## config.mk

```make
export PLATFORM = sky130hd
export DESIGN_NAME = engine_filter_cond_gate
export DESIGN_NICKNAME = d
export VERILOG_FILES = /design/src/rtl/engine_filter_cond_gate_pkg.sv /design/src/rtl/engine_filter_cond_gate_fifo.sv /design/src/rtl/engine_filter_cond_gate.sv
export SDC_FILE = /design/constraint.sdc
export NUM_CORES = 1
export LEC_CHECK = 0
export ABC_AREA = 1
export BUFFER_PORTS_ARGS = -buffer_cell sky130_fd_sc_hd__buf_2
export CORE_ASPECT_RATIO = 2
export CORE_MARGIN = 2
export CORE_UTILIZATION = 40
export CTS_CLUSTER_DIAMETER = 80
export DETAILED_ROUTE_END_ITERATION = 16
export GPL_ROUTABILITY_DRIVEN = 0
export SLEW_MARGIN = 0
export SYNTH_ARGS = -nofsm -noshare
export SYNTH_HDL_FRONTEND = slang
export SYNTH_SLANG_ARGS = --single-unit
```

## constraint.sdc

```tcl
create_clock -name ap_clk -period 6.1 [get_ports ap_clk]
set_clock_uncertainty 0.05 [all_clocks]
set_input_delay 0 -clock ap_clk [delete_from_list [all_inputs] [get_ports ap_clk]]
set_output_delay 0 -clock ap_clk [all_outputs]
set_load 0.1 [all_outputs]
```

## src/rtl/engine_filter_cond_gate_pkg.sv

```systemverilog
// engine_filter_cond_gate_pkg: packet type, gate FSM states and parameter defaults
package engine_filter_cond_gate_pkg;
    localparam int ENGINE_PACKET_DATA_NUM_FIELDS = 4;
    typedef struct packed {
        logic [15:0] field3;
        logic [15:0] field2;
        logic [15:0] field1;
        logic [15:0] field0;
    } EnginePacketData;
    typedef enum logic [1:0] {IDLE, RUN, SLACK, FLUSH} FilterGateState;
    localparam int FIFO_DEPTH_DEFAULT = 16;
    localparam int PIPE_SLACK_DEFAULT = 4;
    localparam int COUNT_W_DEFAULT    = 32;
endpackage

```

## src/rtl/engine_filter_cond_gate_fifo.sv

```systemverilog
// engine_filter_cond_gate_fifo: first-word-fall-through FIFO with occupancy count
module engine_filter_cond_gate_fifo
    import engine_filter_cond_gate_pkg::*;
#(
    parameter int DEPTH = FIFO_DEPTH_DEFAULT,
    localparam int AW = $clog2(DEPTH)
) (
    input  logic            clk,
    input  logic            rst,
    input  logic            clr,
    input  logic            wr,
    input  logic            rd,
    input  EnginePacketData wdata,
    output EnginePacketData rdata,
    output logic [AW:0]     count,
    output logic            full,
    output logic            empty
);
    EnginePacketData r_mem [DEPTH];
    logic [AW-1:0] r_wptr, r_rptr;
    logic [AW:0]   r_count;
    logic          w_wr, w_rd;
    // a write at full is legal when the head leaves in the same cycle
    assign w_rd  = rd & ~empty;
    assign w_wr  = wr & (~full | w_rd);
    assign count = r_count;
    assign full  = r_count == (AW+1)'(DEPTH);
    assign empty = r_count == '0;
    assign rdata = empty ? '0 : r_mem[r_rptr];
    always_ff @(posedge clk) begin
        if (w_wr) r_mem[r_wptr] <= wdata;
    end
    always_ff @(posedge clk or posedge rst) begin
        if (rst) begin
            r_wptr  <= '0;
            r_rptr  <= '0;
            r_count <= '0;
        end else if (clr) begin
            r_wptr  <= '0;
            r_rptr  <= '0;
            r_count <= '0;
        end else begin
            if (w_wr) r_wptr <= r_wptr + 1'b1;
            if (w_rd) r_rptr <= r_rptr + 1'b1;
            r_count <= r_count + {{AW{1'b0}}, w_wr} - {{AW{1'b0}}, w_rd};
        end
    end
endmodule

```

## src/rtl/engine_filter_cond_gate.sv

```systemverilog
// engine_filter_cond_gate: drops result_bool=0 packets, buffers the rest, stalls early and drains on request
module engine_filter_cond_gate
    import engine_filter_cond_gate_pkg::*;
#(
    parameter int FIFO_DEPTH = FIFO_DEPTH_DEFAULT,
    parameter int PIPE_SLACK = PIPE_SLACK_DEFAULT,
    parameter int COUNT_W    = COUNT_W_DEFAULT
) (
    input  logic               ap_clk,
    input  logic               areset,
    input  logic               clear,
    input  logic               in_valid,
    input  EnginePacketData    in_data,
    input  logic               in_bool,
    output logic               in_stall,
    input  logic               drain_req,
    output logic               out_valid,
    output EnginePacketData    out_data,
    input  logic               out_ready,
    output logic [COUNT_W-1:0] pass_count,
    output logic [COUNT_W-1:0] drop_count,
    output logic               overflow,
    output logic               done,
    output logic               busy
);
    localparam int AW = $clog2(FIFO_DEPTH);
    localparam int SW = $clog2(PIPE_SLACK + 1);
    FilterGateState     r_state;
    logic [SW-1:0]      r_slack;
    logic [COUNT_W-1:0] r_pass, r_drop;
    logic               r_overflow, r_done, r_stall;
    logic [AW:0]        w_count;
    logic               w_full, w_empty, w_acc, w_keep, w_rd, w_wr, w_ovf;
    assign w_acc      = in_valid & (r_state != FLUSH);
    assign w_keep     = w_acc & in_bool;
    assign w_rd       = out_valid & out_ready;
    assign w_wr       = w_keep & (~w_full | w_rd);
    assign w_ovf      = w_keep & w_full & ~w_rd;
    assign out_valid  = ~w_empty;
    assign busy       = r_state != IDLE;
    assign in_stall   = r_stall | (r_state == FLUSH);
    assign pass_count = r_pass;
    assign drop_count = r_drop;
    assign overflow   = r_overflow;
    assign done       = r_done;
    engine_filter_cond_gate_fifo #(.DEPTH(FIFO_DEPTH)) u_fifo (
        .clk   (ap_clk),
        .rst   (areset),
        .clr   (clear),
        .wr    (w_wr),
        .rd    (w_rd),
        .wdata (in_data),
        .rdata (out_data),
        .count (w_count),
        .full  (w_full),
        .empty (w_empty)
    );
    always_ff @(posedge ap_clk or posedge areset) begin
        if (areset) begin
            r_state    <= IDLE;
            r_slack    <= '0;
            r_pass     <= '0;
            r_drop     <= '0;
            r_overflow <= 1'b0;
            r_done     <= 1'b0;
            r_stall    <= 1'b0;
        end else if (clear) begin
            r_state    <= IDLE;
            r_slack    <= '0;
            r_pass     <= '0;
            r_drop     <= '0;
            r_done     <= 1'b0;
            r_stall    <= 1'b0;
        end else begin
            r_done  <= 1'b0;
            r_stall <= w_count >= (AW+1)'(FIFO_DEPTH - PIPE_SLACK);
            if (w_ovf) r_overflow <= 1'b1;
            if (w_wr && !(&r_pass)) r_pass <= r_pass + 1'b1;
            if (w_acc && !in_bool && !(&r_drop)) r_drop <= r_drop + 1'b1;
            case (r_state)
                IDLE: begin
                    if (drain_req) begin
                        r_state <= SLACK;
                        r_slack <= '0;
                    end else if (in_valid) r_state <= RUN;
                end
                RUN: begin
                    if (drain_req) begin
                        r_state <= SLACK;
                        r_slack <= '0;
                    end
                end
                SLACK: begin
                    r_slack <= r_slack + 1'b1;
                    if (r_slack == SW'(PIPE_SLACK - 1)) r_state <= FLUSH;
                end
                FLUSH: begin
                    if (w_empty) begin
                        r_state <= IDLE;
                        r_done  <= 1'b1;
                    end
                end
                default: r_state <= IDLE;
            endcase
        end
    end
endmodule

```

; ---- Word level (Yosys, flattened, before mapping)
; Memory sizes are Yosys's and may differ from the RTL's.
; Cells that the tools add are included.
[op_classes]
eq_ne = 11
add_sub_neg = 7
n_reduce_logical = 20
muxes = 26
bitwise = 15
magnitude_cmp = 1
[op_table]
columns = cell, n
row1 = two-way mux 32 bit, 4
row2 = "adder 32 x 1 -> 32 bit, second input constant", 2
row3 = two-way mux 64 bit, 1
row4 = AND reduction 32 bit, 2
row5 = two-way mux 4 bit, 4
row6 = two-way mux 2 bit, 6
row7 = nonzero test 2 bit, 5
row8 = "adder 4 x 1 -> 4 bit, second input constant", 2
row9 = AND 1 bit, 8
row10 = one-hot mux 2 bit (4 select lines), 1
row11 = two-way mux 1 bit, 6
row12 = two-way mux 3 bit, 2
row13 = "inequality test 3 bit, second input constant", 2
row14 = one-hot mux 3 bit (2 select lines), 1
row15 = adder 5 x 1 -> 5 bit, 1
row16 = "== test 5 bit, second input constant", 1
row17 = ">= comparator 5 x 4 -> 1 bit, second input constant", 1
row18 = logical NOT 5 bit, 1
row19 = two-way mux 5 bit, 1
row20 = subtractor 5 x 1 -> 5 bit, 1
row21 = "== test 2 bit, second input constant", 2
row22 = "inequality test 4 bit, second input constant", 1
row23 = inverter 1 bit, 4
row24 = AND reduction 2 bit, 2
row25 = other kinds (13), 19
[word_totals]
wordCells = 91
input_bits = 71
mem_bits_rw = 1024
regBits = 85
n_memories = 1
[memory_table]
columns = memory, depth, word_bits, read_ports, rd_ports_with_merged_regs, write_ports, line
row1 = u_fifo.r_mem, 16, 64, 1, 0, 1, engine_filter_cond_gate_fifo.sv:19  ; EnginePacketData r_mem [DEPTH];

; ---- Depth between registers and ports, before layout
; Gate-level depths: netlist (run 1).
[logic_depth]
depth_word = 9
ltp_mapped = 17
depth_no_buf = 17

; ---- Modules after synthesis
; Synthesis (run 1) repeated with hierarchy kept, for this count alone.
[unflattened]
hier_cells = 4877
area_unflattened_um2 = 48811.8
[modules_own_cells]
columns = module, area_per_inst_um2, seq_area_each_um2, n_inst, cells_per_inst
row1 = engine_filter_cond_gate_fifo, 43853.3, 31074.8, 1, 4119
row2 = engine_filter_cond_gate, 4958.5, 1801.7, 1, 758

; ---- Worst setup path after synthesis (run 1)
; OpenSTA, ideal clock, no wires.
[synth_path]
path_type = register -> register
start = reg r_state[0]
end = mem u_fifo.r_mem[15][0] (netlist bit) (enable)
stages_incl_launch_ff = 8
required_ns = 5.564
t_arrival_ns = 4.088
n_path_buf = 1
slack_ns = 1.476
path_cell_list = dfrtp_1 -> ha_1 -> inv_2 -> nand3_1 -> nor2_1 -> buf_2 -> nand3_1 -> nor2_1
[synth_via]
elab_chain_len = 7
[synth_rtl]
columns = element, line
row1 = "start, declared", engine_filter_cond_gate.sv:28  ; FilterGateState r_state;
row2 = "start signal, assigned", engine_filter_cond_gate.sv:60  ; r_state <= IDLE;
row3 = "start signal, assigned", engine_filter_cond_gate.sv:68  ; r_state <= IDLE;
row4 = "start signal, assigned", engine_filter_cond_gate.sv:83  ; r_state <= SLACK;
row5 = inequality test 2 bit, engine_filter_cond_gate.sv:34  ; assign w_acc = in_valid & (r_state != FLUSH);
row6 = AND 1 bit, engine_filter_cond_gate.sv:34
row7 = AND 1 bit, engine_filter_cond_gate.sv:35  ; assign w_keep = w_acc & in_bool;
row8 = AND 1 bit, engine_filter_cond_gate.sv:37  ; assign w_wr = w_keep & (~w_full | w_rd);
row9 = AND 1 bit, engine_filter_cond_gate_fifo.sv:25  ; assign w_wr = wr & (~full | w_rd);
row10 = two-way mux 1 bit, engine_filter_cond_gate_fifo.sv:31  ; if (w_wr) r_mem[r_wptr] <= wdata;
row11 = two-way mux 1 bit (not written as such), engine_filter_cond_gate_fifo.sv:31
row12 = "end, declared", engine_filter_cond_gate_fifo.sv:19
; No other way between the ends.

==> run_results.csv, run 1 <==
group,metric,value,unit
die,fp.dieW,246.5,um
setup_path,rrSetupSlack,1.85,ns
hold_path,hold_path.class,"in2reg",
clock_network,clk_path_buf_depth,3,
synth,ys_ff_latch,1109,
synth,postSynth.asyncResetShare,0.07665,
synth,synth-seq-area-share,0.6986,
status,outcome,"finished, final reports clean",
synth,synth_top_flop_cell,"edfxtp_1",
global_route,grt_antenna_before_repair,13,
clock_network,clk_pin_slew,0.07,ns
die,start_util,0.4017,
global_route,grt_pass1_wl,188700,um
hold_path,min_to,"u_fifo.r_mem[5][52]",
pwr,power_leakage,19.80,nW
setup_path,required,6.05,ns
clock_network,cts_root_buffer,"clkbuf_16",
synth,synth_commonest_cells,"1345 x nand2_1, 1024 x edfxtp_1, 638 x nor2_1",
routing,drt_iter0_drc,2963,
clock_network,cts.repair.resized,0,
setup_path,worstReg2RegStart,"r_state[0]",
placement,dp.cells,5899,
setup_path,crit_arrival,4.40,ns
timing,worst_slew_pin_slew,1.294,ns
final_layout,nNetsFinal,4636,
global_route,grt_pass1_vias,30880,
routing,post_drt_via_cell_ratio,5.249,
synth,yosysMostFrequentCell,"nand2_1",
setup_path,rr_endpoint,"u_fifo.r_mem[4][34]",
clock_network,insertion_delay,0.71,ns
routing,top_layer,"met5",
timing,finalWorstSetupSlack,1.653,ns
setup_path,critical_path.startpoint_type,"register",
synth,synth_cell_types,37,
routing,met2_wirelength,59420,um
final_layout,syn_to_final_growth,13.41,%
global_route,grt_max_degree,297,
synth,yosysTopAreaCellShare,0.6534,
timing,rsz0062_at_grt,"false",
setup_path,cp_max_fo,210,
placement,dpl.hpwl,63670,um
placement,portBuffers,203,
synth,synth.area.top_cells,"edfxtp_1 65%, nand2_1 11%, nor2_1 5.1%",
placement,pre_cts_slack,1.803,ns
synth,synth_cells,4355,
synth,netlist_area,0.04706,mm^2
pwr,peakVddDrop,0.5469,mV
hold_path,hold_start,"in_data[52]",
final_layout,drive_gt1_frac,0.09777,
flow_run,drv_cap,0,
pwr,power.density,399.5,mW/mm^2
synth,synth_top_area_cell,"edfxtp_1",
die,die_height,489.1,um
timing,setup_tns,0,ns
final_layout,fin_cells,6160,
die,die-area,0.1206,mm^2
clock_network,cts_buffers,99,
clock_network,cts_num_sinks,1109,
routing,vias,32330,
timing,setup_viol,0,
die,core,0.1171,mm^2
routing,drt_wl_total,125000,um
routing,met1_length,54380,um
timing,fmax,224.9,MHz
hold_path,hold_depth,2,
timing,whs,0.1329,ns
routing,firstDrtPassIters,5,
routing,drcViolationCount,0,
synth,synth_nets,4448,
global_route,grt-ovfl-total,0,
setup_path,worst-setup-path-type,"reg2out",
timing,post-route-period-util,0.7290,
routing,routedWlPerCell,20.30,um
synth,ys.warnings.count,0,
routing,ant_nets,0,
global_route,grt_usage,0.2056,
die,row_count,178,
setup_path,crit_path_end_kind,"primary output",
timing,max_slew_margin,0.1352,
timing,fin_crit,4.447,ns
routing,dr_wl_met3,7886,um
clock_network,cts_tree,"done",
clock_network,htreeDepth,3,
timing,finalHoldViolCount,0,
synth,synth-edff-count,1024,
timing,report.final.slew_viol_count,0,
die,io_pins,204,
synth,avgSynthCellArea,10.81,um^2
setup_path,reg2reg_depth,7,
registers in the layout (all words and copies together), names as in the netlist:
name,flops
done,1
drop_count,32
u_fifo.r_mem,1024
u_fifo.count,5
overflow,1
r_slack,3
r_state,2
pass_count,32
u_fifo.r_rptr,4
u_fifo.r_wptr,4
r_stall,1
timing repair:
item,4_1_cts,5_1_grt
hold buffers,73,0
buffers inserted,0,0
endpoints found under the hold margin,1153,0
per-layer routing:
layer  track usage  vias up
met5             0        -
met1        0.2832    15770
met3       0.03237      203
met4       0.06688       16
li1              -    15240
met2        0.3328     1109
kinds of logic after synthesis:
family,synth area share
simple gates,0.2178
flops,0.6986
compound gates,0.04140
buf+inv,0.03284
fa+ha+maj,0.006009
xor+xnor,0.003350
through the flow:
stage	power [mW]	utilization	instance area [um^2]
2_1_floorplan	13.72	-	47060
3_3_place_gp	15.02	0.4211	49340
3_5_place_dp	15.07	0.4211	49340
4_1_cts	21.47	0.4554	53350
5_1_grt	22.22	0.4555	53360
6_report	21.32	0.4556	53370
worst max-delay path, cell delays in order, from the launching register on:
cell	delay [ns]
dfrtp_4	0.54
buf_12	0.71
buf_4	0.88
nor2_1	0.12
nor2_1	0.11
o21ai_0	0.09
nand3_1	0.10
nand3_1	0.09
a21oi_1	0.33
buf_2	0.49
placed cells by master (no fill, tap or decap), types with 58 or more instances in the layout:
cell	Yosys	final
nor2_1	638	622
nand2_1	1345	1345
buf_2	80	203
o21ai_0	282	282
edfxtp_1	1024	1024
nand3_1	474	474
a21oi_1	73	73
clkbuf_16	0	100
dlygate4sd3_1	0	73
dfrtp_1	85	81
inv_1	61	58
where the power goes:
group / total, mW / leakage [nW] / internal [mW] / switching, mW
combinational: 6.45 / 7.81 / 1.20 / 5.25
sequential: 8.50 / 10.4 / 8.42 / 0.0860
clock: 6.37 / 1.60 / 3.52 / 2.85
worst max-delay path by stage:
stage                                 from                  end  cells after the start
after floorplan                 r_state[0]  u_fifo.r_mem[15][0]                      7
after global placement     u_fifo.count[2]  u_fifo.r_mem[4][42]                      8
after detailed placement        r_state[0]  u_fifo.r_mem[4][33]                      7
after CTS                 u_fifo.r_rptr[0]         out_data[16]                      9
after global routing      u_fifo.r_rptr[0]         out_data[16]                      9
final                     u_fifo.r_rptr[0]          out_data[9]                      9
final cells by class:
class                      instances  area, um^2
clock buffer                     117        2586
antenna                            7       17.52
fill                           10790       63780
tap                             1530        1914
timing repair buffer             326        2210
multi-input combinational       2938       12760
clock inverter                    64       700.7
sequential                      1109       32890
inverter                          69       294.0
Power figures use the tool's default switching activity.
==> inputs of run 2 (changes only) <==
clock period = 3.6 ns   (was 6.1 ns; I/O delays follow)
==> run_results.csv, run 2 (synthesis results as in run 1) <==
group,metric,value,unit
status,outcome,"finished, final reports clean",
routing,firstDrtPassIters,5,
die,core,0.1171,mm^2
die,fp.dieW,246.5,um
die,die_height,489.1,um
clock_network,cts_num_sinks,1109,
timing,fin_crit,3.457,ns
pwr,comb_power_share,0.314,
clock_network,insertion_delay,0.70,ns
final_layout,syn_to_final_growth,14.66,%
final_layout,fillCellCount,10660,
setup_path,cp_max_fo,105,
final_layout,final_common_cell,"nand2_1",
pwr,clkPwrFrac,0.288,
pwr,power.density,670.2,mW/mm^2
final_layout,nNetsFinal,4664,
clock_network,htreeDepth,3,
timing,setup_tns,0,ns
clock_network,cts_root_buffer,"clkbuf_16",
pwr,p_int,22.47,mW
routing,drcViolationCount,0,
pwr,switching_share,0.3786,
timing,fmax,289.3,MHz
final_layout,regMostFlops,"u_fifo.r_mem",
setup_path,crit_arrival,3.41,ns
timing,worst_slew_pin_slew,0.9958,ns
routing,ant_nets,0,
setup_path,critical_path.startpoint_type,"register",
die,row_count,178,
final_layout,regArea,0.03289,mm^2
setup_path,crit_path_end_kind,"primary output",
global_route,grt_pass1_vias,30770,
timing,setup_viol,0,
final_layout,drive_gt1_frac,0.1007,
routing,drt_iter0_drc,3112,
timing,report.final.slew_viol_count,0,
timing,rsz0062_at_grt,"false",
global_route,grt_pass1_wl,183900,um
routing,post_drt_via_cell_ratio,5.217,
routing,drt_wl_total,122100,um
clock_network,clk_pin_slew,0.07,ns
final_layout,largest_register_ffs,1024,
pwr,power.share.sequential,0.398,
placement,portBuffers,203,
global_route,grt_antenna_before_repair,11,
flow_run,drv_cap,0,
global_route,grt-ovfl-total,0,
timing,max_slew_margin,0.3352,
global_route,grt_max_degree,134,
final_layout,mostFrequentLayoutCells,"1345 x nand2_1, 1024 x edfxtp_1, 622 x nor2_1",
timing,finalHoldViolCount,0,
pwr,power_leakage,20.02,nW
placement,dpl.hpwl,62580,um
routing,routedWlPerCell,19.73,um
setup_path,required,3.55,ns
timing,post-route-period-util,0.9603,
final_layout,multiInputGateArea,0.01276,mm^2
clock_network,clk_path_buf_depth,3,
die,start_util,0.4017,
timing,whs,0.1404,ns
die,die-area,0.1206,mm^2
setup_path,rrSetupSlack,0.70,ns
timing,finalWorstSetupSlack,0.1430,ns
die,io_pins,204,
hold_path,hold_path.class,"in2reg",
clock_network,cts_tree,"done",
global_route,grt_usage,0.1997,
clock_network,cts_buffers,100,
setup_path,worst-setup-path-type,"reg2out",
pwr,p_sw,13.69,mW
pwr,peakVddDrop,1.095,mV
placement,pre_cts_slack,0.6925,ns
routing,vias,32280,
==> run 2: cell count changes in the layout (fill, tap and decap cells not counted), moves of 3 or more <==
| cell | previous run | this run |
|---|---|---|
| buf_12 | 7 | 45 |
| bufinv_16 | 11 | 7 |
| buf_2 | 203 | 190 |
| clkbuf_1 | 15 | 23 |
| diode_2 | 7 | 10 |
| clkinv_2 | 21 | 14 |
==> run 2: final cells by class <==
class                      count  share of cell area
sequential                  1109              0.6096
multi-input combinational   2938              0.2364
timing repair buffer         353             0.05414
clock buffer                 126             0.04895
tap                         1530             0.03548
clock inverter                53            0.009530
inverter                      69            0.005449
antenna                       10           0.0004638
==> run 2: power by group through the flow <==
stage	registers, mW	clock network (mW)	logic (mW)
final	14.4	10.4	11.4
after detailed placement	14.6	0	11.3
after global placement	14.6	0	11.2
after CTS	14.4	10.6	11.4
after floorplan	14.7	0	8.56
after global routing	14.4	11.1	12.2
==> run 2: repair_timing <==
action	in CTS	in global routing
resized for setup	0	1
hold endpoints to repair	1155	0
buffers inserted	0	0
setup endpoints to repair	0	1
hold buffers	72	0
==> run 2: per-layer routing <==
layer  wire (um)  vias up  GRT usage  share of wire
met2       59670     1076     0.3408           0.49
met3        7543      188    0.02235          0.062
met4        2901        8    0.06574          0.024
li1            -    15310          -              -
met1       51900    15700     0.2652           0.43
met5          46        -          0        0.00038
==> run 2: worst max-delay path: stages (launching register included) <==
cell	delay, ns
dfrtp_4	0.61
inv_8	0.60
buf_4	0.39
nand2_1	0.08
nand3_1	0.06
nand3_1	0.08
a21oi_1	0.31
buf_2	0.49
==> run 2: final timing paths <==
| check | startpoint | end | depth (start not counted) |
|---|---|---|---|
| worst min register to register | r_slack[2] | r_slack[2] | 2 |
| worst max register to register | u_fifo.count[2] | u_fifo.count[4] | 17 |
| min in group asynchronous | areset | drop_count[30] | 4 |
| worst max-delay path | u_fifo.r_rptr[1] | out_data[9] | 7 |
| max in group asynchronous | areset | u_fifo.r_rptr[3] | 5 |
| worst min-delay path | in_data[59] | u_fifo.r_mem[4][59] | 2 |
==> run 2: through the flow <==
step	utilization	cells	instance area (um^2)	power (mW)
after global placement	0.4273	5927	50050	25.87
final	0.4606	6188	53960	36.16
after detailed placement	0.4273	5927	50050	25.95
after floorplan	-	4355	47060	23.24
after global routing	0.4605	6184	53950	37.70
after CTS	0.4604	6178	53930	36.42
